===== config.mk =====
export PLATFORM = sky130hd
export DESIGN_NAME = imem_prefetch
export DESIGN_NICKNAME = d
export VERILOG_FILES = /design/src/rtl/imem_prefetch.sv
export SDC_FILE = /design/constraint.sdc
export NUM_CORES = 1
export LEC_CHECK = 0
export ABC_AREA = 1
export CORE_MARGIN = 2
export CORE_UTILIZATION = 60
export CTS_BUF_LIST = sky130_fd_sc_hd__clkbuf_8 sky130_fd_sc_hd__clkbuf_16
export DETAILED_ROUTE_END_ITERATION = 10
export GPL_ROUTABILITY_DRIVEN = 0
export HOLD_SLACK_MARGIN = 0.15
export PLACE_DENSITY = 0.95
export SYNTH_ARGS = -nofsm -noshare
export SYNTH_HDL_FRONTEND = slang
export SYNTH_SLANG_ARGS = --single-unit

===== constraint.sdc =====
create_clock -name clk -period 8.36 [get_ports clk]
set_input_delay 1.672 -clock clk [delete_from_list [all_inputs] [get_ports clk]]
set_output_delay 1.672 -clock clk [all_outputs]
set_load 0.005 [all_outputs]

===== src/rtl/imem_prefetch.sv =====
// Instruction prefetch buffer: issues sequential word fetches under a credit limit,
// queues returning instructions with their PCs, and flushes/refetches on redirect.
module imem_prefetch #(
  parameter int          DEPTH    = 4,
  parameter logic [31:0] RESET_PC = 32'h0000_0000
) (
  input  logic                     clk,
  input  logic                     rst_n,
  input  logic                     halt,
  input  logic                     redirect_valid,
  input  logic [31:0]              redirect_pc,
  output logic                     mem_req,
  output logic [31:0]              mem_addr,
  input  logic                     mem_gnt,
  input  logic                     mem_rvalid,
  input  logic [31:0]              mem_rdata,
  output logic                     inst_valid,
  output logic [31:0]              inst_data,
  output logic [31:0]              inst_pc,
  input  logic                     inst_ready,
  output logic [$clog2(DEPTH):0]   level
);

  localparam int PW = $clog2(DEPTH);
  localparam int LW = PW + 1;
  localparam logic [LW:0]   DEPTH_WIDE = (LW + 1)'(DEPTH);
  localparam logic [LW-1:0] DEPTH_LVL  = LW'(DEPTH);

  logic [31:0]   fetch_pc;
  logic [31:0]   resp_pc;
  logic [LW-1:0] outstanding;
  logic [LW-1:0] drop_cnt;
  logic [PW-1:0] wr_ptr;
  logic [PW-1:0] rd_ptr;

  logic [31:0] buf_data [DEPTH];
  logic [31:0] buf_pc   [DEPTH];

  logic [31:0] target_pc;
  logic        credit_ok;
  logic        gnt_fire;
  logic        rsp_fire;
  logic        dropping;
  logic        push;
  logic        pop;

  assign target_pc = redirect_pc & ~32'h3;

  // Every granted request reserves a buffer slot, so level + outstanding can never exceed DEPTH.
  assign credit_ok = ({1'b0, level} + {1'b0, outstanding}) < DEPTH_WIDE;
  assign mem_req   = rst_n && credit_ok && !halt && !redirect_valid;
  assign mem_addr  = fetch_pc;
  assign gnt_fire  = mem_req && mem_gnt;

  // A response with nothing outstanding is a protocol error and is ignored.
  assign rsp_fire  = mem_rvalid && (outstanding != '0);
  assign dropping  = redirect_valid || (drop_cnt != '0);
  assign push      = rsp_fire && !dropping && (level != DEPTH_LVL);

  assign inst_valid = (level != '0) && !halt;
  assign pop        = inst_valid && inst_ready && !redirect_valid;
  assign inst_data  = buf_data[rd_ptr];
  assign inst_pc    = buf_pc[rd_ptr];

  // NOTE: sequential state uses non-blocking assignments so every flop samples pre-edge values.
  always_ff @(posedge clk or negedge rst_n) begin
    if (!rst_n) begin
      fetch_pc    <= RESET_PC;
      resp_pc     <= RESET_PC;
      outstanding <= '0;
      drop_cnt    <= '0;
      level       <= '0;
      wr_ptr      <= '0;
      rd_ptr      <= '0;
    end else begin
      outstanding <= outstanding + LW'(gnt_fire) - LW'(rsp_fire);

      if (redirect_valid) begin
        fetch_pc <= target_pc;
        resp_pc  <= target_pc;
        // Everything still in flight after this cycle belongs to the abandoned path.
        drop_cnt <= outstanding - LW'(rsp_fire);
        level    <= '0;
        wr_ptr   <= '0;
        rd_ptr   <= '0;
      end else begin
        if (gnt_fire) begin
          fetch_pc <= fetch_pc + 32'd4;
        end
        if (push) begin
          resp_pc <= resp_pc + 32'd4;
          wr_ptr  <= wr_ptr + PW'(1);
        end
        if (pop) begin
          rd_ptr <= rd_ptr + PW'(1);
        end
        if (rsp_fire && (drop_cnt != '0)) begin
          drop_cnt <= drop_cnt - LW'(1);
        end
        level <= level + LW'(push) - LW'(pop);
      end
    end
  end

  // NOTE: buffer storage has no reset; entries are only read when level marks them valid.
  always_ff @(posedge clk) begin
    if (push) begin
      buf_data[wr_ptr] <= mem_rdata;
      buf_pc[wr_ptr]   <= resp_pc;
    end
  end

endmodule


# ---- Word-level counts from Yosys, hierarchy flattened
# Memory sizes are Yosys's and may differ from the RTL's.
# Index checks and enable logic that the tools add are counted.
dict set report totals {
  regBits 77
  ram_bits 256
  input_bits 71
  mem_count 2
}
# name depth width rd rd_ports_with_merged_regs write_ports line
set memory_table {}
lappend memory_table {buf_data 4 32 1 0 1 36} ;# logic [31:0] buf_data [DEPTH];
lappend memory_table {buf_pc 4 32 1 0 1 37} ;# logic [31:0] buf_pc [DEPTH];
dict set report op_classes {
  addsub 11
  order_cmp 1
  eq_ne 1
  muxes 13
  reduce_logical 22
}
# op count
set ops {}
lappend ops {{$mux 32} 4}
lappend ops {{$add 32x3->32 const B} 2}
lappend ops {{$logic_and 1x1->1} 11}
lappend ops {{$mux 3} 3}
lappend ops {{$reduce_bool 3->1} 3}
lappend ops {{$sub 3x1->3} 3}
lappend ops {{$mux 2} 4}
lappend ops {{$reduce_bool 2->1} 4}
lappend ops {{$add 3x1->3} 2}
lappend ops {{$add 2x1->2 const B} 2}
lappend ops {{$add 3x3->4} 1}
lappend ops {{$lt 4x3->1 const B} 1}
lappend ops {{$logic_not 1->1} 3}
lappend ops {{$ne 3x3->1 const B} 1}
lappend ops {{$sub 3x1->3 const B} 1}
lappend ops {{$mux 1} 2}
lappend ops {{$logic_or 1x1->1} 1}

# ---- Longest topological paths before layout
dict set report logic_depth {
  word_depth 8
  depth_mapped 15
}

# ---- Least setup slack after synthesis
# Ideal clock, no wire load.
dict set report synth_path {
  kind {input-to-reg}
  startpoint {in redirect_valid}
  endpoint {mem buf_data[0][0], enable pin}
  arrival_time_ns 4.995
  required_ns 7.878
  slack_ns 2.883
  cell_stages 7
  n_path_buf 2
  cell_sequence {buf_6 > nor2_1 > nand2_1 > nor2_4 > inv_2 > buf_2 > nor2_1}
}
dict set report synth_via {
  elab_chain_cells 6
}
# element line
set synth_rtl {}
lappend synth_rtl {{start: declaration} 10} ;# input logic redirect_valid,
lappend synth_rtl {{$logic_or 1x1->1} 57} ;# assign dropping = redirect_valid || (drop_cnt != '0);
lappend synth_rtl {{$logic_not 1->1} 58} ;# assign push = rsp_fire && !dropping && (level != DEPTH_LVL);
lappend synth_rtl {{$logic_and 1x1->1 (2 in a row)} 58}
lappend synth_rtl {{$mux 1} 107} ;# if (push) begin
lappend synth_rtl {{$mux 1 (not written as such)} 108} ;# buf_data[wr_ptr] <= mem_rdata;
lappend synth_rtl {{end: declaration} 36}
# Every way passes these cells.

# ---- Worst setup path in the final report
dict set report layout_path {
  startpoint {reg rd_ptr[0]}
  endpoint {out inst_pc[20]}
}
dict set report layout_via {
  elab_chain_cells 1
}
# element line
set layout_rtl {}
lappend layout_rtl {{start: declaration} 34} ;# logic [PW-1:0] rd_ptr;
lappend layout_rtl {{start signal: assignment} 95} ;# rd_ptr <= rd_ptr + PW'(1);
lappend layout_rtl {{$mem_v2 4x32} -}
lappend layout_rtl {{end: declaration} 19} ;# output logic [31:0] inst_pc,
# Every way passes these cells.

==> results by stage <==
Yosys:
- For this run, asynchronously set or reset flops after synthesis account for 22.7%.
- For this run, the number of Yosys warnings is 0.
- The average instance area after synthesis is 10.2 um2.
- The instance count of the mapped netlist is 1397.
- The sequential-to-total area share from yosys stat is 64.9%.
- The register bit count reported by yosys is 321.
- Among all flip-flop cells after synthesis, the most frequent one is sky130_fd_sc_hd__edfxtp_1.
- The synthesized cell area is 0.0143 mm2.
- The number of flops mapped to enable cells by yosys is 248.
- In the post-synthesis netlist, the biggest area contributors are sky130_fd_sc_hd__edfxtp_1 52%, sky130_fd_sc_hd__dfrtp_1 13%, sky130_fd_sc_hd__nand2_1 9.0%, sky130_fd_sc_hd__nor2_1 6.1%, sky130_fd_sc_hd__o21ai_0 5.1%.
- The number of different library cells used by synthesis comes to 32.
- sky130_fd_sc_hd__edfxtp_1 takes more of the synthesized area than any other cell.
- The top cell type's share of synthesized area is 52.1%.

CTS:
- The post-CTS setup buffer count is 0.
- Clock-pin slew was measured on the worst setup and hold paths at 0.06 ns.
- The clock latency on the worst-skew pair is 0.55 ns.
- The number of cells upsized or downsized after cts is 0.
- The tree is rooted in a sky130_fd_sc_hd__clkbuf_16.
- The clock tree from TritonCTS is done.
- The level count of the clock H-tree is 1.
- The number of buffers created by CTS is 31.
- The number of hold buffers added after cts is 0.
- The clock passes through at most 3 buffers.
- The clock net in this run drives a total of 321 sinks.

Outcome:
- The flow ran to the end, and the final reports show no timing, DRC or antenna violations.

Placed design:
- The post-detailed-placement half-perimeter wirelength is 21400 um.
- The post-placement cell count is 1834.
- OpenSTA, run right after detailed placement, puts the worst setup slack at 2.76 ns.
- Port buffering added 165 buffers.

Route:
- For this run, the detailed router's first-pass iteration total came to 6.
- Detailed routing inserted a total of 11200 vias.
- The final layout contains routed wiring with a total length of 35100 um.
- In the routed design, unresolved DRC markers number 0.
- Once detail routing completed, the nets flagged for antenna violations numbered 0.
- For this block, the initial DRC count from the detailed router was 1217.
- The wire length per cell is 18.6 um.
- The via density per instance is 5.92.

Finish:
- The repair_antennas step left the layout with diodes totalling 0.
- The fraction of final layout cells with drive strength greater than 1 is 4.65%.
- The most common library cell in the layout ignoring fill and taps is sky130_fd_sc_hd__nand2_1.
- The area growth from synthesis to layout is 20.0%.
- The finished layout holds 1888 standard cells, fillers aside.
- The utilization after layout is 73.3%.
- The library cells used most frequently in the layout, excluding fill and tap cells, are 341 x sky130_fd_sc_hd__nand2_1, 248 x sky130_fd_sc_hd__edfxtp_1, 229 x sky130_fd_sc_hd__nor2_1.
- In the final design database the tool counted 1637 nets.

GRT:
- Across every metal layer, demand over resource in global routing totals 27.8%.
- The maximum number of pins on one net before global-route repair is 126.
- The first-pass GRT wire length is 54300 um.
- The initial antenna violation count is 0.
- The via count of the first global-routing pass is 11000.
- The aggregate global routing overflow is 0.

STA:
- The final setup TNS is 0 ns.
- The ratio of final minimum period to clock period is 67.4%.
- The number of hold violations in the final report is 0.
- The normalized max-slew margin is 18.0%.
- The number of max-slew violations in the final report is 0.
- On the final layout, the worst clock skew is 0.0221 ns.
- On the final layout, the worst hold slack is 0.553 ns.
- The final critical delay including setup and external delays is 5.64 ns.
- Based on the critical path, the design can be clocked at up to 177 MHz.
- Setup repair after global routing left no endpoint under its margin.
- Setup slack on the critical path of the routed design comes to 2.72 ns.
- The setup violation total in the final timing report is 0.
- At the pin with the least slew margin, the transition time is 1.23 ns.

Worst setup path:
- The largest single stage delay on the critical path is 0.89 ns.
- The cell type with the highest occurrence count on the critical path is sky130_fd_sc_hd__buf_4.
- The dominant delay contributor by cell family on the critical path is buffers and inverters.
- The count of buffer and inverter cells on the critical path is 4.
- The critical setup path kind is flip-flop to output port.
- The signal on the critical path passes through buf_4 -> clkinv_2 -> buf_4 -> o21ai_0 -> o22ai_1 -> clkdlybuf4s50_1.
- Data on the critical path is required at its endpoint by 6.69 ns.
- The largest fanout on the critical path is 125.
- STA classifies the critical path endpoint as an output port.
- STA puts the critical path data arrival time at 3.96 ns.
- The kind of start point of the critical path is a flip-flop.
- The slowest stage cell on the critical path is sky130_fd_sc_hd__buf_4.

Floorplanning:
- The core region is 0.0234 mm2.
- The vertical die dimension is 158 um.
- Once the floorplan was initialized, standard cells occupied 61.1% of the core.
- The total number of placement rows is 56.
- Pin placement for this block handled 172 I/O pins.
- The width of the chip is 158 um.
- The area of the die is 0.0251 mm2.

Power and ir drop:
- The worst voltage drop across the vdd grid is 0.170 mV.
- The power density of the placed cells is 232 mW/mm2.
- The leakage power is 6.43 nW.

Hold path:
- The worst hold path belongs to the class flip-flop to flip-flop.

Run:
- The tool flagged a number of max-cap violations equal to 0.
==> report_power, final <==
part	internal, mW	switching, mW
logic	0.291	0.356
registers	1.85	0.131
clock network	0.777	0.563
total	2.92	1.05
==> cell type report <==
| type | instances | area [um2] |
|---|---|---|
| Clock buffer | 33 | 803 |
| Tap cell | 319 | 399 |
| Fill cell | 1453 | 6260 |
| Sequential cell | 321 | 9280 |
| Inverter | 80 | 309 |
| Timing Repair Buffer | 175 | 1720 |
| Multi-Input combinational cell | 939 | 4460 |
| Clock inverter | 21 | 170 |
==> cells by family (layout without fill, tap and decap cells) <==
| logic type | count (synthesis) | in the layout | share of synthesized area, % |
|---|---|---|---|
| AO/OA/AOI/OAI | 233 | 233 | 9.04 |
| flip-flops | 321 | 321 | 64.9 |
| adder cells (fa/ha/maj) | 18 | 18 | 1.68 |
| XOR/XNOR | 25 | 25 | 1.53 |
| other | 1 | 4 | 0.0262 |
| AND/OR/NAND/NOR | 659 | 659 | 18.6 |
| buffers and inverters | 140 | 309 | 4.18 |
==> cell usage after synthesis (5+ instances only) <==
library cell,instances
sky130_fd_sc_hd__o211ai_1,19
sky130_fd_sc_hd__buf_2,12
sky130_fd_sc_hd__o21ai_0,146
sky130_fd_sc_hd__clkbuf_1,36
sky130_fd_sc_hd__nand2_1,341
sky130_fd_sc_hd__nand3b_1,10
sky130_fd_sc_hd__o22ai_1,62
sky130_fd_sc_hd__xnor2_1,6
sky130_fd_sc_hd__xor2_1,19
sky130_fd_sc_hd__dfrtp_1,73
sky130_fd_sc_hd__nor2_1,233
sky130_fd_sc_hd__edfxtp_1,248
sky130_fd_sc_hd__nor2_4,5
sky130_fd_sc_hd__inv_1,75
sky130_fd_sc_hd__nand3_1,63
sky130_fd_sc_hd__buf_4,5
sky130_fd_sc_hd__ha_1,16
==> per-stage QoR <==
step	instance area, um2	power (mW)
after floorplan	14300	2.32
after global placement	16200	2.60
after detailed placement	16200	2.64
after CTS	17100	3.97
after global routing	17100	4.11
final	17100	3.97
==> final timing paths <==
check                                         start                  endpoint  slack [ns]  cells past startpoint
setup / recovery              rd_ptr[0]$_DFFE_PN0P_               inst_pc[20]        2.72                      6
hold / removal             outstanding[0]$_DFF_PN0_  outstanding[0]$_DFF_PN0_        0.55                      1
setup reg to reg            drop_cnt[0]$_DFFE_PN0P_        level[2]$_DFF_PN0_        5.24                     14
hold reg to reg            outstanding[0]$_DFF_PN0_  outstanding[0]$_DFF_PN0_        0.55                      1
max in group asynchronous                     rst_n     rd_ptr[0]$_DFFE_PN0P_        6.06                      2
min in group asynchronous                     rst_n  mem_addr[25]$_DFFE_PN0P_        1.18                      1
==> metal layers <==
metal,up-vias,wire length (um),GRT usage (%)
li1,5073,-,-
met1,5293,13100,34.8
met2,713,17100,47.6
met3,98,3780,5.42
met4,0,1160,11.9
met5,-,0,0
==> registers in the layout, indices dropped and copies added, names as in the netlist <==
register	cells
buf_data	128
buf_pc	120
mem_addr	30
resp_pc	30
drop_cnt	3
level	3
outstanding	3
rd_ptr	2
wr_ptr	2
Power figures use the tool's default switching activity.
